===== src/rtl/riscv_mc_controller.sv =====
// Multicycle RV32I control unit: a Moore FSM that sequences fetch, decode,
// execute, memory and writeback over a shared ALU / memory datapath.
//
// Optional feature: define MC_MEM_WAIT_EN to add the mem_ready port and let
// FETCH, MEMREAD and MEMWRITE stall until memory completes.
//
// Ports:
//   clk, rst            clock, synchronous active-high reset
//   op, funct3          instruction opcode [6:0] and bits [14:12]
//   funct7b5            instruction bit 30 (add/sub select)
//   zero                ALU zero flag, consumed in BEQ only
//   mem_ready           memory done (MC_MEM_WAIT_EN only)
//   pc_write            PC load enable
//   adr_src             memory address: 0 PC, 1 ALU out register
//   mem_write           memory write enable
//   ir_write            IR / old-PC load enable
//   result_src          00 ALU out reg, 01 mem data reg, 10 live ALU result
//   alu_src_a           00 PC, 01 old PC, 10 rs1
//   alu_src_b           00 rs2, 01 immediate, 10 constant 4
//   alu_control         000 add, 001 sub, 010 and, 011 or, 101 slt
//   imm_src             00 I, 01 S, 10 B, 11 J
//   reg_write           register file write enable
//   instr_done          high in the last cycle of each instruction
//   illegal             high while trapped on an unknown opcode
//   state_o             current state encoding (debug)

module riscv_mc_controller (
    input  logic       clk,
    input  logic       rst,
    input  logic [6:0] op,
    input  logic [2:0] funct3,
    input  logic       funct7b5,
    input  logic       zero,
`ifdef MC_MEM_WAIT_EN
    input  logic       mem_ready,
`endif
    output logic       pc_write,
    output logic       adr_src,
    output logic       mem_write,
    output logic       ir_write,
    output logic [1:0] result_src,
    output logic [1:0] alu_src_a,
    output logic [1:0] alu_src_b,
    output logic [2:0] alu_control,
    output logic [1:0] imm_src,
    output logic       reg_write,
    output logic       instr_done,
    output logic       illegal,
    output logic [3:0] state_o
);

    localparam logic [6:0] OP_LOAD   = 7'b0000011;
    localparam logic [6:0] OP_STORE  = 7'b0100011;
    localparam logic [6:0] OP_RTYPE  = 7'b0110011;
    localparam logic [6:0] OP_ITYPE  = 7'b0010011;
    localparam logic [6:0] OP_JAL    = 7'b1101111;
    localparam logic [6:0] OP_BRANCH = 7'b1100011;

    localparam logic [2:0] ALU_ADD = 3'b000;
    localparam logic [2:0] ALU_SUB = 3'b001;
    localparam logic [2:0] ALU_AND = 3'b010;
    localparam logic [2:0] ALU_OR  = 3'b011;
    localparam logic [2:0] ALU_SLT = 3'b101;

    typedef enum logic [3:0] {
        S_FETCH    = 4'd0,
        S_DECODE   = 4'd1,
        S_MEMADR   = 4'd2,
        S_MEMREAD  = 4'd3,
        S_MEMWB    = 4'd4,
        S_MEMWRITE = 4'd5,
        S_EXECUTER = 4'd6,
        S_ALUWB    = 4'd7,
        S_EXECUTEI = 4'd8,
        S_JAL      = 4'd9,
        S_BEQ      = 4'd10,
        S_TRAP     = 4'd11
    } state_t;

    state_t state;
    state_t state_next;
    state_t view;

    logic       mem_rdy;
    logic       pc_update;
    logic       branch;
    logic [1:0] aluop;
    logic       mw_raw;
    logic       irw_raw;
    logic       rw_raw;
    logic       done_raw;

`ifdef MC_MEM_WAIT_EN
    assign mem_rdy = mem_ready;
`else
    assign mem_rdy = 1'b1;
`endif

    // ------------------------------------------------------------
    // Next-state logic
    // ------------------------------------------------------------
    always_comb begin
        state_next = state;
        case (state)
            S_FETCH: begin
                state_next = mem_rdy ? S_DECODE : S_FETCH;
            end
            S_DECODE: begin
                case (op)
                    OP_LOAD:   state_next = S_MEMADR;
                    OP_STORE:  state_next = S_MEMADR;
                    OP_RTYPE:  state_next = S_EXECUTER;
                    OP_ITYPE:  state_next = S_EXECUTEI;
                    OP_JAL:    state_next = S_JAL;
                    OP_BRANCH: state_next = S_BEQ;
                    default:   state_next = S_TRAP;
                endcase
            end
            S_MEMADR: begin
                // Only lw and sw reach here; op[5] separates them.
                state_next = op[5] ? S_MEMWRITE : S_MEMREAD;
            end
            S_MEMREAD: begin
                state_next = mem_rdy ? S_MEMWB : S_MEMREAD;
            end
            S_MEMWB: begin
                state_next = S_FETCH;
            end
            S_MEMWRITE: begin
                state_next = mem_rdy ? S_FETCH : S_MEMWRITE;
            end
            S_EXECUTER: begin
                state_next = S_ALUWB;
            end
            S_EXECUTEI: begin
                state_next = S_ALUWB;
            end
            S_JAL: begin
                state_next = S_ALUWB;
            end
            S_ALUWB: begin
                state_next = S_FETCH;
            end
            S_BEQ: begin
                state_next = S_FETCH;
            end
            S_TRAP: begin
                state_next = S_TRAP;
            end
            default: begin
                state_next = S_FETCH;
            end
        endcase
    end

    always_ff @(posedge clk) begin
        if (rst) begin
            state <= S_FETCH;
        end else begin
            state <= state_next;
        end
    end

    // While in reset the selects show the FETCH decode.
    assign view = rst ? S_FETCH : state;

    // ------------------------------------------------------------
    // Per-state control
    // ------------------------------------------------------------
    always_comb begin
        pc_update  = 1'b0;
        branch     = 1'b0;
        aluop      = 2'b00;
        adr_src    = 1'b0;
        mw_raw     = 1'b0;
        irw_raw    = 1'b0;
        rw_raw     = 1'b0;
        done_raw   = 1'b0;
        result_src = 2'b00;
        alu_src_a  = 2'b00;
        alu_src_b  = 2'b00;
        case (view)
            S_FETCH: begin
                // PC+4 goes straight through to the PC.
                irw_raw    = mem_rdy;
                pc_update  = mem_rdy;
                alu_src_b  = 2'b10;
                result_src = 2'b10;
            end
            S_DECODE: begin
                // Branch target computed early into ALU out.
                alu_src_a = 2'b01;
                alu_src_b = 2'b01;
            end
            S_MEMADR: begin
                alu_src_a = 2'b10;
                alu_src_b = 2'b01;
            end
            S_MEMREAD: begin
                adr_src = 1'b1;
            end
            S_MEMWB: begin
                result_src = 2'b01;
                rw_raw     = 1'b1;
                done_raw   = 1'b1;
            end
            S_MEMWRITE: begin
                adr_src  = 1'b1;
                mw_raw   = 1'b1;
                done_raw = mem_rdy;
            end
            S_EXECUTER: begin
                alu_src_a = 2'b10;
                aluop     = 2'b10;
            end
            S_EXECUTEI: begin
                alu_src_a = 2'b10;
                alu_src_b = 2'b01;
                aluop     = 2'b10;
            end
            S_JAL: begin
                alu_src_a = 2'b01;
                alu_src_b = 2'b10;
                pc_update = 1'b1;
            end
            S_ALUWB: begin
                rw_raw   = 1'b1;
                done_raw = 1'b1;
            end
            S_BEQ: begin
                alu_src_a = 2'b10;
                aluop     = 2'b01;
                branch    = 1'b1;
                done_raw  = 1'b1;
            end
            default: begin
            end
        endcase
    end

    // ------------------------------------------------------------
    // ALU decoder
    // ------------------------------------------------------------
    always_comb begin
        alu_control = ALU_ADD;
        case (aluop)
            2'b01: begin
                alu_control = ALU_SUB;
            end
            2'b10: begin
                case (funct3)
                    3'b000: begin
                        // Only R-type (op[5]=1) may subtract.
                        alu_control = (op[5] & funct7b5) ? ALU_SUB : ALU_ADD;
                    end
                    3'b010:  alu_control = ALU_SLT;
                    3'b110:  alu_control = ALU_OR;
                    3'b111:  alu_control = ALU_AND;
                    default: alu_control = ALU_ADD;
                endcase
            end
            default: begin
                alu_control = ALU_ADD;
            end
        endcase
    end

    // ------------------------------------------------------------
    // Immediate format
    // ------------------------------------------------------------
    always_comb begin
        imm_src = 2'b00;
        case (op)
            OP_STORE:  imm_src = 2'b01;
            OP_BRANCH: imm_src = 2'b10;
            OP_JAL:    imm_src = 2'b11;
            default:   imm_src = 2'b00;
        endcase
    end

    // ------------------------------------------------------------
    // Enables, gated so nothing writes during reset
    // ------------------------------------------------------------
    // funct3[0] flips the sense of zero so bne shares the beq state.
    assign pc_write   = ~rst & (pc_update | (branch & (zero ^ funct3[0])));
    assign mem_write  = ~rst & mw_raw;
    assign ir_write   = ~rst & irw_raw;
    assign reg_write  = ~rst & rw_raw;
    assign instr_done = ~rst & done_raw;
    assign illegal    = ~rst & (state == S_TRAP);
    assign state_o    = state;

endmodule


===== config.mk =====
export PLATFORM = sky130hd
export DESIGN_NAME = riscv_mc_controller
export DESIGN_NICKNAME = d
export VERILOG_FILES = /design/src/rtl/riscv_mc_controller.sv
export SDC_FILE = /design/constraint.sdc
export NUM_CORES = 1
export LEC_CHECK = 0
export CORE_ASPECT_RATIO = 0.75
export CORE_UTILIZATION = 38
export DETAILED_ROUTE_END_ITERATION = 6
export HOLD_SLACK_MARGIN = 0.12
export PLACE_DENSITY = 0.82
export SETUP_SLACK_MARGIN = 0.02
export SLEW_MARGIN = 20
export SYNTH_ARGS = -nofsm -noshare
export SYNTH_HDL_FRONTEND = slang
export SYNTH_SLANG_ARGS = --single-unit

===== constraint.sdc =====
create_clock -name clk -period 2 [get_ports clk]
set_input_delay 0.4 -clock clk [delete_from_list [all_inputs] [get_ports clk]]
set_output_delay 0.4 -clock clk [all_outputs]
set_load 0.02 [all_outputs]

==> reports/metrics.cfg <==
[layout]
fillers = 103
drive_gt1_share_pct = 47.5
nets = 176
fin_cells = 179
finalInstanceArea_um2 = 1300
area_growth_pct = 92.6
multi_input_area_um2 = 573
final-seq-area_um2 = 90.1
largest_reg_flops = 4
n_antenna_cell = 0

[global_routing]
grt_pass1_wl_um = 4110
grt_pass1_vias = 906
grt_max_degree = 12
grt.total_usage_pct = 28.8
antenna_found_initial = 0
gr-total-overflow = 0

[pwr]
power.density_nw_per_um2 = 1110
ir_drop_v = 0.000712
power_mw = 1.44
leakage_nw = 0.589

[floorplan]
dieArea_um2 = 1950
start_util_pct = 43.2
die_x_um = 50.6
ios = 36
core_area_um2 = 1560
rows = 12
die_h_um = 38.5

[synth]
synthFlopType = dfxtp_1
ys_seq_area_share_pct = 11.9
synth_top_area_share_pct = 11.9
ys_ff_latch = 4
syn_area_um2 = 674
syn_avg_cell_area_um2 = 7.41
synth_top_cell_by_area = dfxtp_1
syn_nets = 107
synthCells = 91
synth_cell_type_count = 40
ys_warn_count = 0
synth_edf_count = 0
netlist_top_cells_area = dfxtp_1, nor3_1, buf_6, nand2b_1, a21oi_1
synth-async-reset-ratio_pct = 0

[cts]
htree_levels = 1
cts_tree = done
cts_made_buffers = 3
cts_root_buf = clkbuf_4
cts.clk_slew.worst_paths_ns = 0.04
hold_buffers = 0
clk_path_buf_depth = 2
clock_sinks = 4
clk_latency_ns = 0.24

[place]
place.gp.congestion = 0.865
pre_cts_slack_ns = -0.811
dpl_cell_area_um2 = 1270
hpwl_um = 1930
port_buffers = 35
dp_cells = 173

[sta]
fin_worst_skew_ns = 0.00402
drv_slew = 0
grt_setup_unrepaired = true
fin_crit_ns = 2.10
maxSlewHeadroom_pct = 80.3
setup_slack_ns = -0.102
clock.fmax_ghz = 0.476
tightest_slew_ns = 0.293
finalSetupViolations = 3
finalHoldViolations = 0
fin_crit_sh_pct = 105

[route]
wl_per_cell_um = 13.9
dr.pass1.iters = 4
vias = 974
ant_nets = 0
routed_wl_um = 2490
drt_iter0_drc = 37
drcViolationCount = 0
via_per_inst = 5.44

[flow_run]
cap_viol_max_count = 0

[min_path]
hold_class = reg -> reg
whs_path_depth = 2

[worst_setup_path]
path_max_fanout = 3
cp.required_ns = 1.60
critPathArrivalTime_ns = 1.70
crit_path_end_kind = output pin
r2r_setup_slack_ns = 0.71
critPathLaunchType = flop
reg2reg_depth = 6
path_class = reg -> out

[outcome]
violations = negative setup slack
status = finished with violations

[metrics by stage]
| step | TNS (ns) | hold WS (ns) | util [%] |
|---|---|---|---|
| 2_1_floorplan | 0 | 0.547 | - |
| 3_3_place_gp | -6.90 | 0.609 | 81.3 |
| 3_5_place_dp | -7.28 | 0.616 | 81.3 |
| 4_1_cts | -0.163 | 0.615 | 82.4 |
| 5_1_grt | -0.444 | 0.653 | 83.2 |
| 6_report | -0.173 | 0.627 | 83.2 |
[cell families after synthesis]
| logic type | synth area share, % |
|---|---|
| compound gates | 19.3 |
| fa+ha+maj | 3.71 |
| buf+inv | 11.7 |
| mux | 1.67 |
| simple gates | 44.2 |
| xor+xnor | 7.61 |
| flops | 11.9 |
[final timing paths]
check | from | end
setup / recovery | state_o[3] | alu_control[2]
hold / removal | state_o[2] | state_o[3]
setup reg to reg | state_o[3] | state_o[2]
hold reg to reg | state_o[2] | state_o[3]
[layer usage]
layer | GRT usage (%) | vias up | routed length (µm)
met5 | 0 | - | 0
met4 | 14.6 | 0 | 14
met3 | 5.56 | 2 | 191
met2 | 47.7 | 52 | 1190
met1 | 36.0 | 454 | 1090
li1 | - | 466 | -
[cell usage in the layout, fill, tap and decap left out, drive strengths merged, types with 3 or more instances in the layout]
cell,count
a21oi,6
and3,3
buf,44
clkbuf,4
clkdlybuf4s50,16
dfxtp,4
dlygate4sd2,5
inv,7
nand2,5
nand2b,7
nand3b,3
nor2,8
nor3,11
nor4,4
o21ai,5
xor2,3
[synthesized netlist by cell type (all sizes together), types with 2 or more instances]
cell     n
nor3    11
nor2     8
inv      7
nand2b   7
a21oi    6
buf      5
nand2    5
o21ai    5
dfxtp    4
nor4     4
and3     3
nand3b   3
xor2     3
a22oi    2
a31o     2
ha       2
xnor2    2
[cell type report]
cell class	count	area share [%]
inverter	7	2.02
timing repair buffer	69	43.2
clock buffer	3	1.73
tap	21	2.02
multi-input combinational	75	44.1
sequential	4	6.94
[critical path, cell delays in order, from the launching register on]
cell	delay, ns
dfxtp_2	0.31
and2b_2	0.23
inv_2	0.04
o21ai_2	0.10
and2_4	0.17
ha_4	0.21
nor4_4	0.23
buf_4	0.17
[timing repair]
action / 4_1_cts / 5_1_grt
gates resized for setup: 62 / 9
endpoints found under the setup margin: 18 / 10
setup buffers: 2 / 1
pin swaps: 4 / 3
[power breakdown]
part	leakage, nW	internal, mW	switching [mW]
Combinational	0.541	0.569	0.589
Sequential	0.0349	0.130	0.0529
Clock	0.0138	0.0671	0.0330
Total	0.589	0.766	0.675
No activity file was read; power rests on OpenSTA's default activity.
